**src/rtl/bcd_opstack_pkg.sv**
```systemverilog
// Shared types and constants for the BCD operand stack: action encoding,
// seven-segment patterns and a BCD nibble check.
package bcd_opstack_pkg;

  typedef enum logic [2:0] {
    ACT_NONE,
    ACT_RESULT,
    ACT_ENTER,
    ACT_POP,
    ACT_BKSP,
    ACT_SIGN,
    ACT_STORE
  } action_e;

  localparam logic [7:0] SEG_DASH = 8'h40;

  // Index 0 is the rightmost element; segments are {dp,g,f,e,d,c,b,a}.
  localparam logic [9:0][7:0] SEG_TABLE = {
    8'h6F, 8'h7F, 8'h07, 8'h7D, 8'h6D,
    8'h66, 8'h4F, 8'h5B, 8'h06, 8'h3F
  };

  function automatic logic is_bcd_digit(input logic [3:0] d);
    return (d <= 4'd9);
  endfunction

endpackage

```
**src/rtl/bcd_ssdec.sv**
```systemverilog
// Combinational BCD nibble to seven-segment decoder; non-BCD shows a dash.
module bcd_ssdec
  import bcd_opstack_pkg::*;
(
  input  logic [3:0] bcd,
  output logic [7:0] seg
);

  always_comb begin
    seg = SEG_DASH;
    if (is_bcd_digit(bcd)) seg = SEG_TABLE[bcd];
  end

endmodule

```
**src/rtl/bcd_operand_stack.sv**
```systemverilog
// Signed BCD keypad entry register feeding a LIFO operand stack with ALU taps.
// Optional build macro BCD_OPSTACK_SCAN_EN replaces digit_sel with a scanned an output.
module bcd_operand_stack
  import bcd_opstack_pkg::*;
#(
  parameter int NUM_DIGITS = 2,
  parameter int DEPTH      = 4,
  localparam int W         = 4*NUM_DIGITS + 1,
  localparam int DW        = (NUM_DIGITS > 1) ? $clog2(NUM_DIGITS) : 1,
  localparam int DPW       = $clog2(DEPTH + 1)
) (
  input  logic                  clk,
  input  logic                  rst,
  input  logic [3:0]            digit,
  input  logic                  store_digit,
  input  logic                  backspace,
  input  logic                  toggle_sign,
  input  logic                  enter,
  input  logic                  pop,
  input  logic [W-1:0]          result,
  input  logic                  result_ready,
`ifdef BCD_OPSTACK_SCAN_EN
  output logic [NUM_DIGITS-1:0] an,
`else
  input  logic [DW-1:0]         digit_sel,
`endif
  output logic [W-1:0]          entry,
  output logic [W-1:0]          op1,
  output logic [W-1:0]          op2,
  output logic [DPW-1:0]        depth,
  output logic                  full,
  output logic                  empty,
  output logic                  err,
  output logic [7:0]            ssdec,
  output logic                  sign
);

  localparam int CW = $clog2(NUM_DIGITS + 1);
  localparam int MW = W - 1;

  logic [W-1:0]   entry_q, entry_d;
  logic [CW-1:0]  count_q, count_d;
  logic [W-1:0]   stack_q [DEPTH];
  logic [W-1:0]   stack_d [DEPTH];
  logic [DPW-1:0] depth_q, depth_d;
  logic           err_q, err_d;

  action_e        act;
  logic           res_bcd;
  logic [MW-1:0]  mag_shl;
  logic [MW-1:0]  mag_shr;
  logic [DW-1:0]  sel;
  logic [3:0]     sel_nib;

  always_comb begin
    act = ACT_NONE;
    if (result_ready)     act = ACT_RESULT;
    else if (enter)       act = ACT_ENTER;
    else if (pop)         act = ACT_POP;
    else if (backspace)   act = ACT_BKSP;
    else if (toggle_sign) act = ACT_SIGN;
    else if (store_digit) act = ACT_STORE;
  end

  always_comb begin
    res_bcd = 1'b1;
    for (int i = 0; i < NUM_DIGITS; i++) begin
      if (!is_bcd_digit(result[4*i +: 4])) res_bcd = 1'b0;
    end
  end

  // The top digit drops off the shift; a store only happens when it is zero.
  assign mag_shl = (entry_q[MW-1:0] << 4) | MW'(digit);
  assign mag_shr = entry_q[MW-1:0] >> 4;

  always_comb begin
    entry_d = entry_q;
    count_d = count_q;
    stack_d = stack_q;
    depth_d = depth_q;
    err_d   = 1'b0;
    case (act)
      ACT_RESULT: begin
        entry_d = result;
        count_d = CW'(NUM_DIGITS);
        err_d   = !res_bcd;
      end
      ACT_ENTER: begin
        if (depth_q == DPW'(DEPTH)) begin
          err_d = 1'b1;
        end else begin
          for (int i = 0; i < DEPTH; i++) begin
            if (DPW'(i) == depth_q) stack_d[i] = entry_q;
          end
          depth_d = depth_q + DPW'(1);
          entry_d = '0;
          count_d = '0;
        end
      end
      ACT_POP: begin
        if (depth_q == '0) err_d = 1'b1;
        else               depth_d = depth_q - DPW'(1);
      end
      ACT_BKSP: begin
        entry_d[MW-1:0] = mag_shr;
        if (mag_shr == '0) entry_d[MW] = 1'b0;
        if (count_q != '0) count_d = count_q - CW'(1);
      end
      ACT_SIGN: begin
        if (entry_q[MW-1:0] != '0) entry_d[MW] = ~entry_q[MW];
      end
      ACT_STORE: begin
        if (!is_bcd_digit(digit) || count_q == CW'(NUM_DIGITS)) begin
          err_d = 1'b1;
        end else if (!(count_q == '0 && digit == 4'd0)) begin
          entry_d[MW-1:0] = mag_shl;
          count_d         = count_q + CW'(1);
        end
      end
      default: ;
    endcase
  end

  always_ff @(posedge clk) begin
    if (rst) begin
      entry_q <= '0;
      count_q <= '0;
      depth_q <= '0;
      err_q   <= 1'b0;
      for (int i = 0; i < DEPTH; i++) stack_q[i] <= '0;
    end else begin
      entry_q <= entry_d;
      count_q <= count_d;
      depth_q <= depth_d;
      err_q   <= err_d;
      stack_q <= stack_d;
    end
  end

  // Slots at or above depth are stale after a pop, so outputs are masked by depth.
  always_comb begin
    op1 = '0;
    op2 = '0;
    for (int i = 0; i < DEPTH; i++) begin
      if (DPW'(i + 1) == depth_q) op1 = stack_q[i];
      if (DPW'(i + 2) == depth_q) op2 = stack_q[i];
    end
  end

  assign entry = entry_q;
  assign sign  = entry_q[MW];
  assign depth = depth_q;
  assign full  = (depth_q == DPW'(DEPTH));
  assign empty = (depth_q == '0);
  assign err   = err_q;

`ifdef BCD_OPSTACK_SCAN_EN
  logic [15:0]           presc_q, presc_d;
  logic [DW-1:0]         scan_q, scan_d;
  logic [NUM_DIGITS-1:0] an_q, an_d;

  always_comb begin
    presc_d = presc_q + 16'd1;
    scan_d  = scan_q;
    if (presc_q == 16'hFFFF) begin
      scan_d = (scan_q == DW'(NUM_DIGITS - 1)) ? '0 : scan_q + DW'(1);
    end
    for (int i = 0; i < NUM_DIGITS; i++) an_d[i] = (DW'(i) == scan_d);
  end

  always_ff @(posedge clk) begin
    if (rst) begin
      presc_q <= '0;
      scan_q  <= '0;
      an_q    <= NUM_DIGITS'(1);
    end else begin
      presc_q <= presc_d;
      scan_q  <= scan_d;
      an_q    <= an_d;
    end
  end

  assign an  = an_q;
  assign sel = scan_q;
`else
  assign sel = digit_sel;
`endif

  always_comb begin
    sel_nib = 4'd0;
    for (int i = 0; i < NUM_DIGITS; i++) begin
      if (DW'(i) == sel) sel_nib = entry_q[4*i +: 4];
    end
  end

  bcd_ssdec u_ssdec (
    .bcd (sel_nib),
    .seg (ssdec)
  );

endmodule
```
**config.mk**
```make
export PLATFORM = sky130hd
export DESIGN_NAME = bcd_operand_stack
export DESIGN_NICKNAME = d
export VERILOG_FILES = /design/src/rtl/bcd_opstack_pkg.sv /design/src/rtl/bcd_ssdec.sv /design/src/rtl/bcd_operand_stack.sv
export SDC_FILE = /design/constraint.sdc
export NUM_CORES = 1
export LEC_CHECK = 0
export BUFFER_PORTS_ARGS = -buffer_cell sky130_fd_sc_hd__buf_2
export CORE_MARGIN = 5
export CORE_UTILIZATION = 50
export CTS_CLUSTER_SIZE = 10
export DETAILED_ROUTE_END_ITERATION = 7
export PLACE_DENSITY = 0.84
export SKIP_LAST_GASP = 1
export SYNTH_ARGS = -nofsm -noshare
export SYNTH_HDL_FRONTEND = slang
export SYNTH_SLANG_ARGS = --single-unit
```
**constraint.sdc**
```tcl
create_clock -name clk -period 2 [get_ports clk]
set_input_delay 0.3 -clock clk [delete_from_list [all_inputs] [get_ports clk]]
set_output_delay 0.3 -clock clk [all_outputs]
set_load 0.005 [all_outputs]
```
==> impl_metrics.tcl <==
set metrics [dict create \
    grt_max_degree 28 \
    synthArstFlopShare_pct 0 \
    failed_checks "negative setup slack" \
    drv_cap 0 \
    crit_type "reg -> out" \
    finalClockSkew_ns 0.0108 \
    fmax_ghz 0.449 \
    rsz0062_at_grt "yes" \
    slew_violations 0 \
    worst_slew_pin_slew_ns 0.590 \
    start_util_pct 52.1 \
    regArea_um2 1030 \
    hpwl_um 6920 \
    synthesis.area_um2 3340 \
    ctsRootBufferMaster "clkbuf_8" \
    setup_viol_count_final 20 \
    cp.required_ns 1.70 \
    dieArea_um2 8420 \
    post-route-period-util_pct 111 \
    place_congestion 0.880 \
    vias_per_cell 6.24 \
    drc_errors 0 \
    hold_ws_ns 0.373 \
    drt_pass1_iterations 5 \
    wirelength_um 10700 \
    power_density_nw_per_um2 665 \
    clockBufferDepth 2 \
    yosysWarningCount 0 \
    hold_start "result[4]" \
    reg2reg_depth 9 \
    vias 3568 \
    io_buffers 62 \
    cts_tree "yes" \
    min_to "entry[4]$_SDFFE_PP0P_" \
    std_cell_rows 29 \
    cts_sinks 51 \
    worst_ep_arrival_time_ns 1.93 \
    worst_setup_path_end_kind "primary output" \
    fillers 515 \
    period_needed_ns 2.23 \
    hold_buffers 0 \
    grt_usage_pct 23.8 \
    ant_nets 0 \
    synthDistinctLibCells 59 \
    status "finished, violations left" \
    core_area_um2 6420 \
    avgSynthCellArea_um2 7.96 \
    fin_ws_ns -0.227 \
    reg2reg_slack_ns 0.15 \
    grt_pass1_wl_um 16100 \
    synthCells 420 \
    p_leak_nw 1.61 \
    cts_buffers 5 \
    num-nets-final 526 \
    dieWidth_um 91.8 \
    multi_input_area_um2 2260 \
    worstHoldPathCells 3 \
    grt_pass1_vias 3275 \
    crit_path_max_fanout 5 \
    antenna_found_initial 0 \
    power_mw 2.85 \
    antenna_cells 0 \
    ys_ff_latch 51 \
    relSlewSlack_pct 60.7 \
    clk_latency_ns 0.32 \
    clk_pin_slew_ns 0.10 \
    rr_startpoint "depth[0]$_SDFFE_PP0P_" \
    drive_gt1_share_pct 37.6 \
    r2r_end "stack_q[5]$_SDFFE_PP0P_" \
    finalHoldViolCount 0 \
    syn_nets 452 \
    vdd_drop_max_mv 0.511 \
    die_h_um 91.8 \
    ys.flop_type "dfxtp_1" \
    synth-edff-count 0 \
    drtIter0Drc 556 \
    htreeDepth 2 \
    grt-ovfl-total 0 \
    critPathLaunchType "flop" \
    post-place-ws_ns -0.211 \
    hold_path.class "in -> reg" \
    yosysSeqAreaShare_pct 30.5 \
    area_delta_synth_final_pct 28.1 \
    avgRoutedWirePerCell_um 18.7 \
    ios 64 \
]
worst max-delay path by stage:
stage,to,startpoint,cells past startpoint
after floorplan,op2[0],depth[2]$_SDFFE_PP0P_,8
after global placement,op1[1],depth[0]$_SDFFE_PP0P_,6
after detailed placement,op1[1],depth[1]$_SDFFE_PP0P_,6
after CTS,op1[1],depth[0]$_SDFFE_PP0P_,9
after global routing,op1[3],depth[0]$_SDFFE_PP0P_,9
final,op1[3],depth[0]$_SDFFE_PP0P_,9
logic make-up after synthesis:
| family | count (synthesis) | synth area share, % |
|---|---|---|
| AO/OA/AOI/OAI | 142 | 28.9 |
| XOR/XNOR | 4 | 1.05 |
| adder cells (fa/ha/maj) | 10 | 3.74 |
| buffers and inverters | 47 | 9.73 |
| flip-flops | 51 | 30.5 |
| multiplexers | 16 | 4.90 |
| other | 1 | 0.112 |
| AND/OR/NAND/NOR | 149 | 21.0 |
where the power goes:
group	internal, mW	switching (mW)
sequential	1.06	0.0462
clock	0.377	0.367
combinational	0.456	0.546
total	1.89	0.959
synth_stat cells (2+ instances only):
| master | count | share of area [%] |
|---|---|---|
| nor3_1 | 2 | 0.30 |
| o211ai_2 | 2 | 0.75 |
| a222oi_1 | 4 | 1.2 |
| o22ai_1 | 10 | 1.9 |
| nor2b_1 | 2 | 0.37 |
| mux2_2 | 2 | 0.67 |
| or3_1 | 2 | 0.37 |
| clkbuf_8 | 2 | 0.82 |
| buf_8 | 6 | 2.7 |
| buf_4 | 5 | 1.1 |
| mux2i_1 | 13 | 3.9 |
| buf_12 | 2 | 1.2 |
| a21o_1 | 2 | 0.45 |
| nand2_1 | 78 | 8.8 |
| a22oi_1 | 31 | 7.0 |
| a21oi_1 | 55 | 8.2 |
| nor2_2 | 2 | 0.37 |
| a211oi_2 | 9 | 3.4 |
| clkbuf_1 | 17 | 1.9 |
| nor2_1 | 33 | 3.7 |
| buf_2 | 2 | 0.30 |
| o21ai_0 | 13 | 1.9 |
| and2_1 | 2 | 0.37 |
| inv_1 | 7 | 0.79 |
| nor4_1 | 2 | 0.37 |
| xnor2_1 | 4 | 1.0 |
| nand3_1 | 4 | 0.60 |
| o21ai_1 | 3 | 0.45 |
| nand3b_1 | 10 | 2.2 |
| inv_2 | 4 | 0.45 |
| a211oi_1 | 3 | 0.67 |
| dfxtp_1 | 51 | 31 |
| ha_1 | 10 | 3.7 |
per-layer routing:
metal | track usage, % | part of all wire [%] | vias up
met5 | 0 | 0 | -
met4 | 8.42 | 2.5 | 0
met3 | 4.26 | 9.0 | 30
met2 | 41.5 | 49 | 216
met1 | 29.4 | 39 | 1674
li1 | - | - | 1648
per-stage QoR:
step | area, µm² | util, % | std cells | TNS [ns]
2_1_floorplan | 3360 | - | 420 | 0
3_3_place_gp | 3700 | 57.7 | 549 | -0.208
3_5_place_dp | 3700 | 57.7 | 549 | -1.92
4_1_cts | 4140 | 64.4 | 569 | -1.84
5_1_grt | 4280 | 66.7 | 572 | -3.66
6_report | 4280 | 66.7 | 572 | -2.04
registers in the layout, summed over array words and instances, names as in the netlist:
name     cells
entry        9
depth        3
stack_q     36
err          1
count_q      2
critical path, stage by stage (launching register included):
cell      delay [ns]
dfxtp_4         0.39
inv_4           0.05
ha_4            0.17
buf_12          0.13
buf_8           0.12
nand3b_1        0.18
a21oi_2         0.22
a21oi_2         0.06
o21ai_1         0.15
buf_2           0.13
final cells by class:
type,count,area share (%)
clock buffer,5,1.61
clock inverter,3,1.08
sequential,51,24.1
inverter,11,1.08
tap,77,2.25
multi-input combinational,323,52.7
timing repair buffer,102,17.1
layout by cell type, fill, tap and decap left out, types with 3 or more instances in the layout:
cell and count:
nor2_1 27, nand2_1 76, o21ai_0 4, a21oi_2 11
dfxtp_1 45, mux2i_4 3, a222oi_1 4, ha_4 7
o21ai_1 11, nor2_4 4, buf_6 4, inv_2 5
buf_2 61, ha_1 3, clkbuf_8 5, nor2_2 5
inv_1 4, a22oi_2 4, a22oi_1 27, xnor2_1 4
mux2i_1 10, nand3b_1 10, nand3_1 4, buf_4 29
dfxtp_2 4, a21oi_1 45, o22ai_1 9, a211oi_1 3
a211oi_2 9, buf_12 5
timing repair:
action | in CTS | in global routing
cloned | 1 | 3
gates resized for setup | 60 | 26
endpoints found under the setup margin | 23 | 24
buffers inserted | 11 | 1
pin swaps | 16 | 12
(Power assumes the default switching activity.)
